File: src/rtl/neighbor_search_sched.sv
// Sequences open-list lookups for each in-grid neighbour of the current A* node.
// Define NEIGHBOR_SEARCH_DIAG_EN for 8-connectivity (idx 4..7 = NE, SE, SW, NW).
module neighbor_search_sched #(
  parameter int GRID_W  = 20,
  parameter int GRID_H  = 20,
  parameter int COORD_W = 8,
  parameter int TIMEOUT = 1023
) (
  input  logic               Clk,
  input  logic               Reset_n,
  input  logic               start,
  input  logic [COORD_W-1:0] cur_x,
  input  logic [COORD_W-1:0] cur_y,
  output logic               busy,
  output logic               done,
  output logic               error,
  output logic [7:0]         nbr_valid,
  output logic [7:0]         nbr_found,
  output logic               srch_req,
  output logic [COORD_W-1:0] srch_x,
  output logic [COORD_W-1:0] srch_y,
  input  logic               srch_ack,
  input  logic               srch_found
);

`ifdef NEIGHBOR_SEARCH_DIAG_EN
  localparam logic [2:0] LAST      = 3'd7;
  localparam logic [7:0] LIVE_MASK = 8'hFF;
`else
  localparam logic [2:0] LAST      = 3'd3;
  localparam logic [7:0] LIVE_MASK = 8'h0F;
`endif

  localparam int SW    = COORD_W + 1;
  localparam int CNT_W = $clog2(TIMEOUT + 1);

  localparam logic signed [SW-1:0] Z0 = '0;
  localparam logic signed [SW-1:0] P1 = SW'(1);
  localparam logic signed [SW-1:0] M1 = -P1;
  localparam logic signed [SW-1:0] GW = SW'(GRID_W);
  localparam logic signed [SW-1:0] GH = SW'(GRID_H);
  localparam logic [CNT_W-1:0]     TO = CNT_W'(TIMEOUT);

  typedef enum logic [2:0] {S_IDLE, S_GEN, S_WAIT, S_NEXT, S_DONE} state_t;

  state_t               state;
  logic [COORD_W-1:0]   base_x, base_y;
  logic [2:0]           idx;
  logic [CNT_W-1:0]     wait_cnt;
  logic [CNT_W-1:0]     wait_cnt_nxt;
  logic [7:0]           valid_r, found_r;
  logic signed [SW-1:0] nx, ny;
  logic                 nbr_in;

  function automatic logic signed [SW-1:0] step_x(input logic [2:0] i);
    case (i)
      3'd1, 3'd4, 3'd5: return P1;
      3'd3, 3'd6, 3'd7: return M1;
      default:          return Z0;
    endcase
  endfunction

  function automatic logic signed [SW-1:0] step_y(input logic [2:0] i);
    case (i)
      3'd0, 3'd4, 3'd7: return M1;
      3'd2, 3'd5, 3'd6: return P1;
      default:          return Z0;
    endcase
  endfunction

  // Signed, one bit wider than a coordinate, so x=0 minus 1 is negative rather than wrapping.
  function automatic logic in_grid(input logic signed [SW-1:0] px,
                                   input logic signed [SW-1:0] py);
    return (px >= Z0) && (px < GW) && (py >= Z0) && (py < GH);
  endfunction

  always_comb begin
    nx           = $signed({1'b0, base_x}) + step_x(idx);
    ny           = $signed({1'b0, base_y}) + step_y(idx);
    nbr_in       = in_grid(nx, ny);
    wait_cnt_nxt = wait_cnt + 1'b1;
  end

  always_ff @(posedge Clk or negedge Reset_n) begin
    if (!Reset_n) begin
      state    <= S_IDLE;
      done     <= 1'b0;
      error    <= 1'b0;
      srch_req <= 1'b0;
      srch_x   <= '0;
      srch_y   <= '0;
      valid_r  <= '0;
      found_r  <= '0;
      idx      <= '0;
      wait_cnt <= '0;
      base_x   <= '0;
      base_y   <= '0;
    end else begin
      done <= 1'b0;
      case (state)
        S_IDLE: begin
          if (start) begin
            base_x  <= cur_x;
            base_y  <= cur_y;
            valid_r <= '0;
            found_r <= '0;
            error   <= 1'b0;
            idx     <= '0;
            state   <= S_GEN;
          end
        end
        S_GEN: begin
          if (nbr_in) begin
            valid_r[idx] <= 1'b1;
            srch_x       <= nx[COORD_W-1:0];
            srch_y       <= ny[COORD_W-1:0];
            wait_cnt     <= '0;
            srch_req     <= 1'b1;
            state        <= S_WAIT;
          end else begin
            valid_r[idx] <= 1'b0;
            state        <= S_NEXT;
          end
        end
        S_WAIT: begin
          // An ack arriving on the final allowed cycle still counts as a response.
          if (srch_ack) begin
            found_r[idx] <= srch_found;
            srch_req     <= 1'b0;
            state        <= S_NEXT;
          end else if (wait_cnt_nxt == TO) begin
            wait_cnt <= wait_cnt_nxt;
            error    <= 1'b1;
            srch_req <= 1'b0;
            state    <= S_DONE;
          end else begin
            wait_cnt <= wait_cnt_nxt;
          end
        end
        S_NEXT: begin
          if (idx == LAST) begin
            state <= S_DONE;
          end else begin
            idx   <= idx + 3'd1;
            state <= S_GEN;
          end
        end
        S_DONE: begin
          done  <= 1'b1;
          state <= S_IDLE;
        end
        default: state <= S_IDLE;
      endcase
    end
  end

  assign busy      = (state != S_IDLE);
  assign nbr_valid = valid_r & LIVE_MASK;
  assign nbr_found = found_r & LIVE_MASK;

endmodule

File: config.mk
export PLATFORM = sky130hd
export DESIGN_NAME = neighbor_search_sched
export DESIGN_NICKNAME = d
export VERILOG_FILES = /design/src/rtl/neighbor_search_sched.sv
export SDC_FILE = /design/constraint.sdc
export NUM_CORES = 1
export LEC_CHECK = 0
export CAP_MARGIN = 20
export CORE_UTILIZATION = 30
export CTS_BUF_LIST = sky130_fd_sc_hd__clkbuf_8
export DETAILED_ROUTE_END_ITERATION = 6
export DONT_BUFFER_PORTS = 1
export SLEW_MARGIN = 25
export SYNTH_ARGS = -nofsm -noshare
export SYNTH_HDL_FRONTEND = slang
export SYNTH_SLANG_ARGS = --single-unit
File: constraint.sdc
create_clock -name Clk -period 6.1 [get_ports Clk]
set_input_delay 1.22 -clock Clk [delete_from_list [all_inputs] [get_ports Clk]]
set_output_delay 1.22 -clock Clk [all_outputs]
set_load 0.01 [all_outputs]
==> results of run 1 <==
-- cell families (layout without fill, tap and decap cells) --
logic type	after synthesis	in the layout	synth area share, %
AOI/OAI and AO/OA	65	65	12.7
xor gates and xnor gates	18	18	4.46
adders and majority gates	27	27	9.98
buffers and inverters	34	34	4.81
DFF	59	59	41.8
muxes	18	18	5.52
other	1	8	0.106
and+or+nand+nor	158	158	20.7
-- layout by cell type (no fill, tap or decap), drive strengths merged, types with 3 or more instances in the layout --
cell and instances:
nand2 66, dfrtp 59, nor2 41, ha 25, o21ai 16, inv 14, nand3 14, a21oi 12
mux2 12, xnor2 11, nor3 9, clkbuf 9, nor2b 8, conb 8, xor2 7, a211oi 7
mux2i 6, o21a 4, o31ai 4, a21o 4, nand4 4, buf 4, nor4b 4, nand2b 3
clkinvlp 3
-- worst paths after layout --
path,start,to,slack (ns),depth (start not counted)
setup / recovery,idx[1],srch_y[1],1.26,17
hold / removal,base_y[2],base_y[2],0.49,2
setup reg to reg,idx[1],srch_y[1],1.26,17
hold reg to reg,base_y[2],base_y[2],0.49,2
max in group asynchronous,Reset_n,base_y[3],5.43,0
min in group asynchronous,Reset_n,wait_cnt[1],0.57,0
-- worst reg2reg max path, stage by stage, from the launching register on --
cell and delay [ns]:
dfrtp_1 0.47, ha_1 0.25, ha_1 0.23, a21oi_1 0.18, nand2_1 0.08, ha_1 0.22
fa_1 0.43, a211oi_1 0.22, nor2_1 0.10, o31ai_1 0.25, a21oi_1 0.14, xnor2_1 0.20
nor4b_1 0.26, ha_1 0.19, o21ai_0 0.07, a21o_1 0.20, nor4_4 0.82, mux2_2 0.42
-- report_power, final --
part / switching [mW] / internal [mW]
Clock: 0.167 / 0.228
Combinational: 0.615 / 0.426
Sequential: 0.151 / 0.505
Total: 0.933 / 1.16
-- routing by layer --
layer,vias to the layer above,wire (microns)
li1,1303,-
met1,1297,3510
met2,63,3800
met3,10,460
met4,0,162
met5,-,0
-- sequential cells by signal, indices dropped and copies added (netlist names) --
name and count:
state 3, idx 3, base_x 8, base_y 8
srch_x 8, wait_cnt 10, error 1, valid_r 4
done 1, srch_req 1, found_r 4, srch_y 8
-- per-stage QoR --
step / cells / area, sq um / util, % / setup slack [ns]
floorplan: 387 / 3560 / - / 1.87
global placement: 514 / 3660 / 31.9 / 1.41
detailed placement: 514 / 3660 / 31.9 / 1.23
CTS: 530 / 3880 / 33.8 / 1.18
global route: 530 / 3880 / 33.8 / 0.745
finish: 530 / 3880 / 33.8 / 1.26
-- area by class of cell --
class	instances	area [sq um]
multi-input cells	294	1920
fillers	1165	7590
inverters	14	52.6
flip-flops and latches	59	1480
repair buffers	4	30.0
well taps	143	179
clock inverters	7	92.6
clock buffers	9	124
==> flow_summary_export.csv, run 1 <==
group,metric,value,unit
clocking,post-cts-setup-buffers,0,
final_layout,syn_to_final_growth,9.62,%
routing,drt-total-wl,7.94,mm
synthesis,synth_edf_count,0,
global_route,use_met3,4.94,%
routing,detail-route-antenna-nets,0,
timing,slew_headroom,33.8,%
clocking,clock_sinks,59,
global_route,grt_pass1_wl,13.4,mm
timing,finalSetupViolations,0,
timing,timing.hold.ws,0.489,ns
placed_design,numPortBuffers,0,
min_path,min_path_type,"reg -> reg",
timing,period_minus_slack,4.84,ns
global_route,grt_usage,13.7,%
timing,fin_crit_sh,79.3,%
global_route,grt.overflow.total,0,
setup_path,cp_common_cell,"ha_1",
floorplan,fp.dieW,111,microns
pwr,ir_worst_vdd,0.000187,V
clocking,ctsHoldBuffers,0,
clocking,ctsResizeCount,0,
clocking,ctsHtreeMaxLevel,3,
synthesis,synth.largest_area_cell,"dfrtp_1",
clocking,cts_buffers,9,
timing,fmax,207,MHz
routing,wl_per_cell,15.0,microns
global_route,top_usage_layer,"met2",
pwr,cellPowerDensity,540,nW/um^2
floorplan,die_h,111,microns
timing,worst_pin_slew,0.985,ns
setup_path,worstPathRequired,6.33,ns
routing,first_pass_iters,4,
routing,drt_iter0_markers,120,
run_status,status,"finished clean",
setup_path,cp-end-kind,"flip-flop",
setup_path,crit_chain,"ha_1 -> ha_1 -> a21oi_1 -> nand2_1 -> ha_1 -> fa_1 -> a211oi_1 -> nor2_1 -> o31ai_1 -> a21oi_1 -> xnor2_1 -> nor4b_1 -> ha_1 -> o21ai_0 -> a21o_1 -> nor4_4 -> mux2_2",
global_route,antenna_found_initial,0,
floorplan,die_area,12200,sq um
placed_design,dp_hpwl,5.85,mm
synthesis,synth_cell_types,52,
synthesis,yosysWarnings,0,
synthesis,ys_top_cells_by_count,"nand2_1, dfrtp_1, nor2_1, ha_1, o21ai_0",
floorplan,start_util,30.8,%
synthesis,ys_ff_latch,59,
job,drv_cap,0,
synthesis,ys_top_cells_by_area,"dfrtp_1, ha_1, nand2_1",
synthesis,async_reset_ff_share,100,%
setup_path,critical_path_class,"reg -> reg",
synthesis,seq_area_frac_synth,41.8,%
global_route,grt_max_degree,60,
floorplan,ios,57,
timing,rsz0062_at_grt,"false",
setup_path,worstPathMaxFanout,15,
setup_path,critPathSlowestCell,"nor4_4",
global_route,grt_pass1_vias,2670,
clocking,clock-root-buffer,"clkbuf_8",
timing,skew,0.00600,ns
global_route,met1_usage,16.5,%
timing,tns,0,ns
placed_design,place.gp.congestion,0.841,
synthesis,synth_top_flop_cell,"dfrtp_1",
setup_path,arrival,5.07,ns
routing,drc_errors,0,
final_layout,diodes,0,
pwr,power.total,2.09,mW
clocking,cts_tree,"yes",
clocking,clock_latency,0.34,ns
synthesis,syn_area_per_cell,9.30,sq um
floorplan,core-area,11500,sq um
setup_path,critPathMaxStageDelay,0.82,ns
global_route,grt_use_met2,22.3,%
routing,vias,2673,
clocking,clockBufferDepth,2,
timing,hold_violations,0,
final_layout,layout.nets,430,
clocking,clkTransAtPathRegs,0.07,ns
synthesis,synth_top_area_share,41.8,%
pwr,leakage,1.80,nW
final_layout,final_layout_size_suffix_gt1_share,9.56,%
setup_path,worst-path-buf-inv,0,
synthesis,yosysMostFrequentCell,"nand2_1",
timing,maxSlewViolCount,0,
synthesis,netlist_area,3540,sq um
floorplan,row_count,39,
routing,vias_per_cell,5.04,
setup_path,start_kind,"flip-flop",
synthesis,synth_cells,380,
setup_path,cp_top_family,"adder cells",
No activity file was read; power rests on OpenSTA's default activity.
==> run 2, diff against run 1 <==
==> constraint.sdc (replaced) <==
create_clock -name Clk -period 4.5 [get_ports Clk]
set_input_delay 0.9 -clock Clk [delete_from_list [all_inputs] [get_ports Clk]]
set_output_delay 0.9 -clock Clk [all_outputs]
set_load 0.01 [all_outputs]
==> flow_summary_export.csv, run 2 (same netlist as run 1, synthesis figures left out) <==
group,metric,value,unit
run_status,status,"finished clean",
setup_path,start_kind,"flip-flop",
routing,drc_errors,0,
clocking,ctsHtreeMaxLevel,3,
timing,fmax,238,MHz
floorplan,die_h,111,microns
clocking,clock_sinks,59,
routing,vias_per_cell,4.99,
final_layout,multiInputGateArea,1940,sq um
routing,detail-route-antenna-nets,0,
clocking,clock-root-buffer,"clkbuf_8",
min_path,min_path_type,"in -> async",
final_layout,final_layout_size_suffix_gt1_share,11.3,%
final_layout,syn_to_final_growth,12.7,%
global_route,grt.overflow.total,0,
final_layout,final_cell_mix,"nand2_1, dfrtp_1, nor2_1",
floorplan,start_util,30.8,%
setup_path,cp_top_family,"adder cells",
global_route,grt_usage,13.9,%
setup_path,arrival,4.42,ns
timing,worst_pin_slew,0.962,ns
timing,maxSlewViolCount,0,
timing,period_minus_slack,4.20,ns
setup_path,critical_path_class,"reg -> reg",
setup_path,worstPathMaxFanout,14,
final_layout,largest_reg_flops,10,
clocking,clock_latency,0.35,ns
routing,vias,2661,
timing,timing.hold.ws,0.240,ns
placed_design,place_inst,516,
floorplan,die_area,12200,sq um
routing,drt-total-wl,8.00,mm
clocking,cts_buffers,9,
pwr,ir_worst_vdd,0.000240,V
setup_path,r2r_cells,18,
setup_path,critPathSlowestCell,"fa_1",
setup_path,cp-end-kind,"flip-flop",
job,drv_cap,0,
placed_design,place.gp.congestion,0.840,
clocking,cts_tree,"yes",
routing,wl_per_cell,15.0,microns
global_route,antenna_found_initial,0,
clocking,clkTransAtPathRegs,0.07,ns
floorplan,core-area,11500,sq um
floorplan,row_count,39,
timing,skew,0.0137,ns
setup_path,cp_num_cells,18,
final_layout,final_common_cell,"nand2_1",
global_route,grt_pass1_wl,13.6,mm
timing,fin_crit_sh,93.3,%
setup_path,worstSetupStartpoint,"idx[1]",
floorplan,fp.dieW,111,microns
setup_path,worstPathRequired,4.72,ns
setup_path,crit_chain,"ha_1 -> ha_1 -> a21oi_2 -> nand2_1 -> ha_1 -> fa_1 -> a211oi_1 -> nor2_1 -> o31ai_2 -> a21oi_1 -> xnor2_1 -> nor4b_2 -> ha_1 -> o21ai_0 -> a21o_1 -> nor4_4 -> buf_12 -> mux2_2",
final_layout,seqCellArea,1480,sq um
setup_path,worst-path-buf-inv,1,
setup_path,cp_common_cell,"ha_1",
placed_design,numPortBuffers,0,
timing,finalSetupViolations,0,
clocking,ctsHoldBuffers,0,
placed_design,dp_hpwl,5.74,mm
final_layout,fill_cells,1151,
final_layout,diodes,0,
timing,tns,0,ns
timing,slew_headroom,35.7,%
routing,first_pass_iters,4,
setup_path,timing.rr.start,"idx[1]",
pwr,cellPowerDensity,739,nW/um^2
pwr,leakage,1.84,nW
global_route,grt_max_degree,60,
setup_path,critPathMaxStageDelay,0.43,ns
final_layout,layout.nets,434,
routing,drt_iter0_markers,134,
final_layout,top_register,"wait_cnt",
final_layout,final_cells,533,
global_route,grt_pass1_vias,2688,
timing,hold_violations,0,
clocking,clockBufferDepth,2,
timing,rsz0062_at_grt,"false",
floorplan,ios,57,
[run 2: path summary, 6_finish.rpt]
check	endpoint	slack, ns
min in group Clk	base_y[2]	0.49
max reg2reg	srch_x[3]	0.30
max in group asynchronous	srch_x[7]	4.15
min	wait_cnt[1]	0.24
min reg2reg	base_y[2]	0.49
max	srch_x[3]	0.30
[run 2: power breakdown]
group | internal (mW) | switching, mW | total [mW]
Combinational | 0.604 | 0.843 | 1.45
Clock | 0.395 | 0.217 | 0.612
Sequential | 0.685 | 0.201 | 0.886
[run 2: timing repair]
action                     CTS  global route
setup buffers                0             1
setup endpoints to repair    0            17
gates resized for setup      0             5
[run 2: cell type report]
cell class	count	share of cell area, %
Multi-Input combinational cell	294	48.6
Tap cell	143	4.49
Clock buffer	11	3.80
Clock inverter	4	2.45
Timing Repair Buffer	8	2.26
Inverter	14	1.32
Sequential cell	59	37.1
[run 2: metal layers]
metal | vias up | part of all wire, % | track usage, %
met5 | - | 0 | 0
met4 | 0 | 1.4 | 3.82
met3 | 12 | 5.9 | 4.56
met2 | 66 | 49 | 23.5
met1 | 1263 | 44 | 16.8
li1 | 1320 | - | -
[run 2: metrics by stage]
step           power, mW  area, sq um  worst slack [ns]  util, %
2_1_floorplan       2.00         3560             0.267        -
3_3_place_gp        2.29         3690             0.222     32.2
3_5_place_dp        2.32         3690            0.0425     32.2
4_1_cts             2.95         3940           0.00787     34.3
5_1_grt             3.22         3980            0.0299     34.7
6_report            2.95         3980             0.302     34.7
